--- config.mk ---
export PLATFORM = sky130hd
export DESIGN_NAME = btn_repeat
export DESIGN_NICKNAME = d
export VERILOG_FILES = /design/src/rtl/btn_repeat.sv
export SDC_FILE = /design/constraint.sdc
export NUM_CORES = 1
export LEC_CHECK = 0
export CAP_MARGIN = 0
export CORE_ASPECT_RATIO = 1.75
export CORE_MARGIN = 8
export CORE_UTILIZATION = 60
export CTS_CLUSTER_SIZE = 12
export DETAILED_ROUTE_END_ITERATION = 10
export PLACE_DENSITY = 0.82
export SYNTH_ARGS = -nofsm -noshare
export SYNTH_HDL_FRONTEND = slang
export SYNTH_SLANG_ARGS = --single-unit
export TNS_END_PERCENT = 5
--- constraint.sdc ---
create_clock -name clk_i -period 5.72 [get_ports clk_i]
set_input_delay 1.144 -clock clk_i [delete_from_list [all_inputs] [get_ports clk_i]]
set_output_delay 1.144 -clock clk_i [all_outputs]
set_load 0.1 [all_outputs]
--- src/rtl/btn_repeat.sv ---
// Button event generator: turns a debounced level into press/release pulses,
// auto-repeat pulses after an initial delay, a repeat count and a long-hold flag.
module btn_repeat #(
    parameter int DELAY_CYC = 24,
    parameter int RATE_CYC  = 8,
    parameter int LONG_CYC  = 64,
    parameter int CNT_W     = 8
) (
    input  logic       clk_i,
    input  logic       rst_ni,
    input  logic       clean_i,
    output logic       press_o,
    output logic       rep_o,
    output logic       step_o,
    output logic       release_o,
    output logic       long_hold_o,
    output logic [3:0] rep_cnt_o
);

    typedef enum logic [2:0] {
        S_IDLE,
        S_PRESS,
        S_DELAY,
        S_REP,
        S_WAIT,
        S_REL
    } state_e;

    localparam logic [CNT_W-1:0] DELAY_LAST = CNT_W'(DELAY_CYC - 1);
    localparam logic [CNT_W-1:0] RATE_LAST  = CNT_W'(RATE_CYC - 1);
    localparam logic [CNT_W-1:0] LONG_MAX   = CNT_W'(LONG_CYC);
    localparam logic [3:0]       REP_MAX    = 4'd15;

    state_e           state_q, state_d;
    logic [CNT_W-1:0] cnt_q, cnt_d;
    logic [CNT_W-1:0] hold_cnt_q, hold_cnt_d;
    logic [3:0]       rep_cnt_q, rep_cnt_d;

    always_ff @(posedge clk_i or negedge rst_ni) begin
        if (!rst_ni) begin
            state_q    <= S_IDLE;
            cnt_q      <= '0;
            hold_cnt_q <= '0;
            rep_cnt_q  <= '0;
        end else begin
            state_q    <= state_d;
            cnt_q      <= cnt_d;
            hold_cnt_q <= hold_cnt_d;
            rep_cnt_q  <= rep_cnt_d;
        end
    end

    // Release (clean low) is tested first in every held state so it wins over a due repeat.
    always_comb begin
        state_d = state_q;
        cnt_d   = cnt_q;
        unique case (state_q)
            S_IDLE: begin
                if (clean_i) state_d = S_PRESS;
            end
            S_PRESS: begin
                if (!clean_i) begin
                    state_d = S_REL;
                end else begin
                    state_d = S_DELAY;
                    cnt_d   = '0;
                end
            end
            S_DELAY: begin
                if (!clean_i)                state_d = S_REL;
                else if (cnt_q == DELAY_LAST) state_d = S_REP;
                else                         cnt_d   = cnt_q + CNT_W'(1);
            end
            S_REP: begin
                if (!clean_i) begin
                    state_d = S_REL;
                end else begin
                    state_d = S_WAIT;
                    cnt_d   = '0;
                end
            end
            S_WAIT: begin
                if (!clean_i)               state_d = S_REL;
                else if (cnt_q == RATE_LAST) state_d = S_REP;
                else                        cnt_d   = cnt_q + CNT_W'(1);
            end
            S_REL: begin
                state_d = S_IDLE;
            end
            default: begin
                state_d = S_IDLE;
                cnt_d   = '0;
            end
        endcase
    end

    // Counters follow the state being entered, so the REL cycle already shows hold_cnt=0
    // and the REP cycle already shows the updated repeat count.
    always_comb begin
        hold_cnt_d = hold_cnt_q;
        rep_cnt_d  = rep_cnt_q;
        if (state_d == S_IDLE || state_d == S_REL) begin
            hold_cnt_d = '0;
        end else if (hold_cnt_q != LONG_MAX) begin
            hold_cnt_d = hold_cnt_q + CNT_W'(1);
        end
        if (state_d == S_PRESS) begin
            rep_cnt_d = '0;
        end else if (state_d == S_REP && rep_cnt_q != REP_MAX) begin
            rep_cnt_d = rep_cnt_q + 4'd1;
        end
    end

    assign press_o     = (state_q == S_PRESS);
    assign rep_o       = (state_q == S_REP);
    assign step_o      = press_o | rep_o;
    assign release_o   = (state_q == S_REL);
    assign long_hold_o = (hold_cnt_q == LONG_MAX);
    assign rep_cnt_o   = rep_cnt_q;

endmodule

==> impl_metrics.yaml, run 1 <==
run_status:
  result_of_the_run: "finished clean"
logic_synthesis:
  post_synth_and_or_nand_nor_area_fraction_pct: 29.17
  netlist_top_cells_count: "dfrtp_1 (23), nor2_1 (12), nand3_1 (10)"
  ys.flop_type: "dfrtp_1"
  ys_types: 43
  most_common_cell_in_the_synthesized_netlist: "dfrtp_1"
  syn_inst: 149
  ys_warn_count: 0
  synth.ff_latch_count: 23
  synth.largest_area_cell: "dfrtp_1"
  synth_top_cell_area_share_pct: 40.78
  synth.area.mux_share_pct: 2.926
  synthesized_area_fraction_occupied_by_xor_and_xnor_cells_pct: 7.447
  synthesis.area_per_instance_um2: 9.472
  seq_area_frac_synth_pct: 40.78
  synth_area_mm2: 0.001411
  synth-async-reset-ratio_pct: 100.0
  netlist_top_cells_area: "dfrtp_1 (41%), xnor2_1 (4.3%), ha_1 (3.5%)"
  synth_adder_area_share_pct: 3.546
  main_combinational_cell_family_by_area_after_synthesis: "simple AND/OR/NAND/NOR gates"
  synth_compound_gate_area_share_pct: 12.77
  synth_nets: 156
  synth_enable_flop_cells: 0
timing:
  rsz0062_at_grt: "false"
  period_share_pct: 72.58
  max_clock_freq_ghz: 0.2409
  hold_violations: 0
  max_slew_margin_pct: 30.37
  fin_setup_tns_ps: 0
  final_period_minus_worst_setup_slack_ps: 4152
  skew_ps: 1.115
  max_slew.worst_pin.slew_ps: 1041
  final_critical_path_setup_slack_ps: 1568
  final-max-slew-violation-count: 0
  finalSetupViolations: 0
cts:
  cts.reportedPaths.clkPinSlew_ps: 80
  cts_root_buf: "clkbuf_8"
  tritoncts.num_buffers: 3
  ctsResizeCount: 0
  clkLatencyLatePin_ps: 260
  cts.htree.levels: 1
  ctsHoldBuffers: 0
  clock-sinks: 23
  ctsLongestPathBuffers: 2
  tritoncts: "done"
  postCtsSetupBuffers: 0
place:
  dp.final_hpwl_um: 2193
  post_placement_setup_slack_ps: 1866
  gpl.final_weighted_congestion: 0.8390
  io_buffers: 11
worst_setup_path:
  endpoint_kind_of_the_worst_setup_timing_path: "output port"
  timing.critical_path.slowest_cell_delay_ps: 1280
  r2r-end: "rep_cnt_o[3]"
  worstPathCellList: "inv_1 -> ha_1 -> nand4bb_1 -> nor4_1 -> clkdlybuf4s50_1"
  cp_max_fo: 5
  timing.critical_path.required_ps: 4580
  cpLargestDelayFamily: "buffers and inverters"
  worst_reg_to_reg_cells: 5
  crit_type: "reg2out"
  cp.arrival_ps: 3010
  critical_path.reg2reg.startpoint: "cnt_q[3]"
  worst-path-buf-inv: 2
  ff2ff_setup_slack_ps: 3420
  crit_slowest_cell: "clkdlybuf4s50_1"
  worst_setup_path_start_kind: "flop"
floorplan:
  die_h_um: 80.16
  starting_density_pct: 62.08
  num_io_pins: 12
  die_w_um: 52.66
  num_rows: 23
  dieArea_mm2: 0.004221
  area_inside_the_core_boundary_mm2: 0.002273
power_and_ir_drop:
  power.density_cell_area_mw_per_mm2: 435.1
  power_leakage_uw: 0.0006404
  irDropWorstVdd_v: 0.0002888
  fin_total_pwr_uw: 684.3
grt:
  grt_antenna_before_repair: 0
  wire_length_of_the_first_global_routing_pass_um: 5092
  grt_start_max_net_pins: 24
  grt_pass1_vias: 1247
  global_route_usage_over_all_layers_pct: 15.36
  overflow: 0
route:
  remaining_drc_errors: 0
  route.antenna.remaining_nets: 0
  via_per_inst: 6.153
  wl_per_cell_um: 15.50
  detail_route.iter0.violations: 27
  drt_wl_total_um: 2837
  num_vias: 1126
  detail_route.first_pass.iterations: 4
min_path:
  hold_start: "cnt_q[1]"
  worstHoldPathType: "reg2reg"
  worstHoldEndpoint: "cnt_q[1]"
  min_delay_path_depth: 2
finish:
  flow.area_growth_from_synthesis_pct: 11.44
  final_layout_size_suffix_gt1_share_pct: 8.228
  diodes: 0
  num-nets-final: 166
  fillers: 191
  finalCoreUtilization_pct: 69.18
flow_run:
  drv_cap: 0
==> kinds of logic after synthesis <==
kind of cell    Yosys count
xor+xnor                 12
mux                       4
simple gates             71
buf+inv                  12
fa+ha+maj                 4
compound gates           23
flops                    23
==> stage by stage <==
stage	hold slack (ps)	cells	instance area, µm²
after floorplan	485.3	149	1411
after global placement	524.3	179	1528
after detailed placement	538.3	179	1528
after CTS	556.5	183	1573
after global routing	605.0	183	1573
final	547.0	183	1573
==> layer usage <==
metal | vias up | track usage (%) | share of wire, % | wire length, µm
li1 | 554 | - | - | -
met1 | 555 | 13.00 | 38 | 1065
met2 | 12 | 30.31 | 58 | 1656
met3 | 5 | 2.403 | 2.0 | 56
met4 | 0 | 9.375 | 2.0 | 58
met5 | - | 0 | 0 | 0
==> worst max-delay path by stage <==
stage	from	to	slack, ps	cells after the start
after detailed placement	hold_cnt_q[0]	long_hold_o	1870	5
after global placement	hold_cnt_q[0]	long_hold_o	1900	5
after CTS	hold_cnt_q[0]	long_hold_o	1570	5
final	hold_cnt_q[0]	long_hold_o	1570	5
after global routing	hold_cnt_q[0]	long_hold_o	1480	5
after floorplan	hold_cnt_q[0]	long_hold_o	660	4
==> worst min-delay path, cell delays in order (launching register included) <==
cell	delay, ps
dfrtp_1	390
nand2_1	50
o21ai_0	70
==> flip-flops by register name, indices dropped and copies added, names as in the netlist <==
name and flops:
cnt_q 8, hold_cnt_q 8, rep_cnt_o 4, state_q 3
==> final cells by class <==
cell class	instances	area, µm²	share of cell area (%)
Clock buffer	4	45.04	2.864
Inverter	6	22.52	1.432
Multi-Input combinational cell	114	788.3	50.12
Sequential cell	23	575.6	36.60
Tap cell	25	31.28	1.989
Timing Repair Buffer	11	110.1	7.001
==> report_power, final <==
part	switching [µW]	internal, µW
Clock	49.8	49.7
Sequential	56.1	189
Combinational	230	110
Total	336	349
==> cells in the final DEF, fill, tap and decap left out, types with 2 or more instances in the layout <==
cell type        count
clkdlybuf4s50_1     11
nand2_1              9
xor2_1               5
and2_1               3
dfrtp_1             23
nand2b_1             7
nor3_1               5
nand3_1             10
mux2i_1              3
clkbuf_8             3
ha_1                 4
nor2_1              12
or3b_2               2
xnor2_1              7
a31oi_1              4
nor4_1               3
a21oi_1              2
nor2b_1              4
o211ai_4             2
a211oi_1             2
inv_1                6
o21ai_0              6
and3_1               4
Note: power is estimated with default switching activity, not from simulation.
==> run 2, diff against run 1 <==
--- a/config.mk
+++ b/config.mk
@@ -8,10 +8,10 @@
 export CAP_MARGIN = 0
 export CORE_ASPECT_RATIO = 1.75
 export CORE_MARGIN = 8
-export CORE_UTILIZATION = 60
+export CORE_UTILIZATION = 51
 export CTS_CLUSTER_SIZE = 12
 export DETAILED_ROUTE_END_ITERATION = 10
-export PLACE_DENSITY = 0.82
+export PLACE_DENSITY = 0.74
 export SYNTH_ARGS = -nofsm -noshare
 export SYNTH_HDL_FRONTEND = slang
 export SYNTH_SLANG_ARGS = --single-unit
==> constraint.sdc (replaced) <==
create_clock -name clk_i -period 3.4 [get_ports clk_i]
set_input_delay 0.68 -clock clk_i [delete_from_list [all_inputs] [get_ports clk_i]]
set_output_delay 0.68 -clock clk_i [all_outputs]
set_load 0.1 [all_outputs]
==> impl_metrics.yaml, run 2 (synthesis results as in run 1) <==
run_status:
  result_of_the_run: "finished clean"
min_path:
  hold_start: "cnt_q[0]"
  worstHoldPathType: "reg2reg"
cts:
  clkLatencyLatePin_ps: 260
  postCtsSetupBuffers: 0
  tritoncts: "done"
  tritoncts.num_buffers: 3
  cts.reportedPaths.clkPinSlew_ps: 80
  ctsResizeCount: 0
  ctsLongestPathBuffers: 2
  cts.htree.levels: 1
  clock-sinks: 23
  cts_root_buf: "clkbuf_8"
  ctsHoldBuffers: 0
worst_setup_path:
  cp_max_fo: 14
  worst_setup_path_start_kind: "input port"
  crit_type: "in2reg"
  critical_path.reg2reg.startpoint: "cnt_q[3]"
  cp.arrival_ps: 2770
  ff2ff_setup_slack_ps: 1040
  endpoint_kind_of_the_worst_setup_timing_path: "flop"
  timing.critical_path.from: "clean_i"
  timing.critical_path.required_ps: 3560
floorplan:
  area_inside_the_core_boundary_mm2: 0.002659
  num_rows: 25
  dieArea_mm2: 0.004773
  num_io_pins: 12
  starting_density_pct: 53.08
  die_w_um: 55.77
  die_h_um: 85.59
power_and_ir_drop:
  irDropWorstVdd_v: 0.0004625
  power.density_cell_area_mw_per_mm2: 736.4
  power_leakage_uw: 0.0006668
grt:
  grt_start_max_net_pins: 24
  global_route_usage_over_all_layers_pct: 13.60
  grt_pass1_vias: 1233
  grt_antenna_before_repair: 0
  wire_length_of_the_first_global_routing_pass_um: 5402
  overflow: 0
route:
  drt_wl_total_um: 2983
  routed-wl-met2_um: 1653
  remaining_drc_errors: 0
  num_vias: 1125
  detail_route.iter0.violations: 31
  detail_route.first_pass.iterations: 4
  top_layer_used: "met4"
  met3_length_um: 71
  route.antenna.remaining_nets: 0
  via_per_inst: 6.048
  wl_per_cell_um: 16.04
  wirelength_met1_um: 1185
finish:
  layout_commonest_cell: "dfrtp_1"
  diodes: 0
  num-nets-final: 167
  flow.area_growth_from_synthesis_pct: 11.08
  layout_common_cells: "dfrtp_1 (23), nor2_1 (12), nand3_1 (10), buf_4 (10), nand2_1 (9)"
  multiInputGateArea_um2: 794.5
  fillers: 235
  finalCoreUtilization_pct: 58.96
  seq_area_um2: 575.6
  final_layout_size_suffix_gt1_share_pct: 15.72
timing:
  finalSetupViolations: 0
  final-max-slew-violation-count: 0
  max_slew.worst_pin.slew_ps: 1050
  max_slew_margin_pct: 29.77
  skew_ps: 2.422
  fin_setup_tns_ps: 0
  final_period_minus_worst_setup_slack_ps: 2612
  rsz0062_at_grt: "false"
  holdWs_ps: 563.7
  period_share_pct: 76.81
  hold_violations: 0
  max_clock_freq_ghz: 0.3829
place:
  gpl.final_weighted_congestion: 0.8148
  dp.final_hpwl_um: 2239
  io_buffers: 11
flow_run:
  drv_cap: 0
run 2: cell count changes in the layout (fill, tap and decap cells not counted), sizes merged:
cell | previous run | this run
clkdlybuf4s50 | 11 | 2
clkinv | 0 | 1
clkbuf | 4 | 3
buf | 0 | 10
run 2: final timing paths:
check	end	cells after the start
max	rep_cnt_o[3]	6
min	cnt_q[0]	1
max reg2reg	rep_cnt_o[3]	5
min reg2reg	cnt_q[0]	1
max in group asynchronous	cnt_q[1]	1
min in group asynchronous	rep_cnt_o[1]	1
run 2: power breakdown:
part | total, µW | switching, µW | internal [µW]
clock | 170 | 87.8 | 81.9
sequential | 411 | 94.0 | 317
combinational | 573 | 396 | 178
total | 1150 | 577 | 577
run 2: critical path, cell delays in order:
cell and delay [ps]:
clkdlybuf4s50_1 790, nand2b_1 100, a211oi_1 280, a311oi_1 150, nor4_1 390, mux2_2 370
run 2: final cells by class:
cell class	count	share of cell area [%]
Clock buffer	3	2.634
Clock inverter	1	0.3192
Inverter	6	1.437
Multi-Input combinational cell	114	50.68
Sequential cell	23	36.71
Tap cell	27	2.155
Timing Repair Buffer	12	6.065
run 2: stage by stage:
stage	area, µm²	std cells	total power (µW)	worst slack (ps)
2_1_floorplan	1418	149	873.6	-205.4
3_3_place_gp	1521	182	968.6	641.0
3_5_place_dp	1521	182	988.8	528.6
4_1_cts	1568	186	1163	816.9
5_1_grt	1568	186	1234	579.3
6_report	1568	186	1154	788.4
run 2: routing by layer:
metal	global-route usage [%]	vias up
met2	25.82	13
met4	6.532	0
met1	13.23	554
met5	0	-
li1	-	551
met3	2.959	7
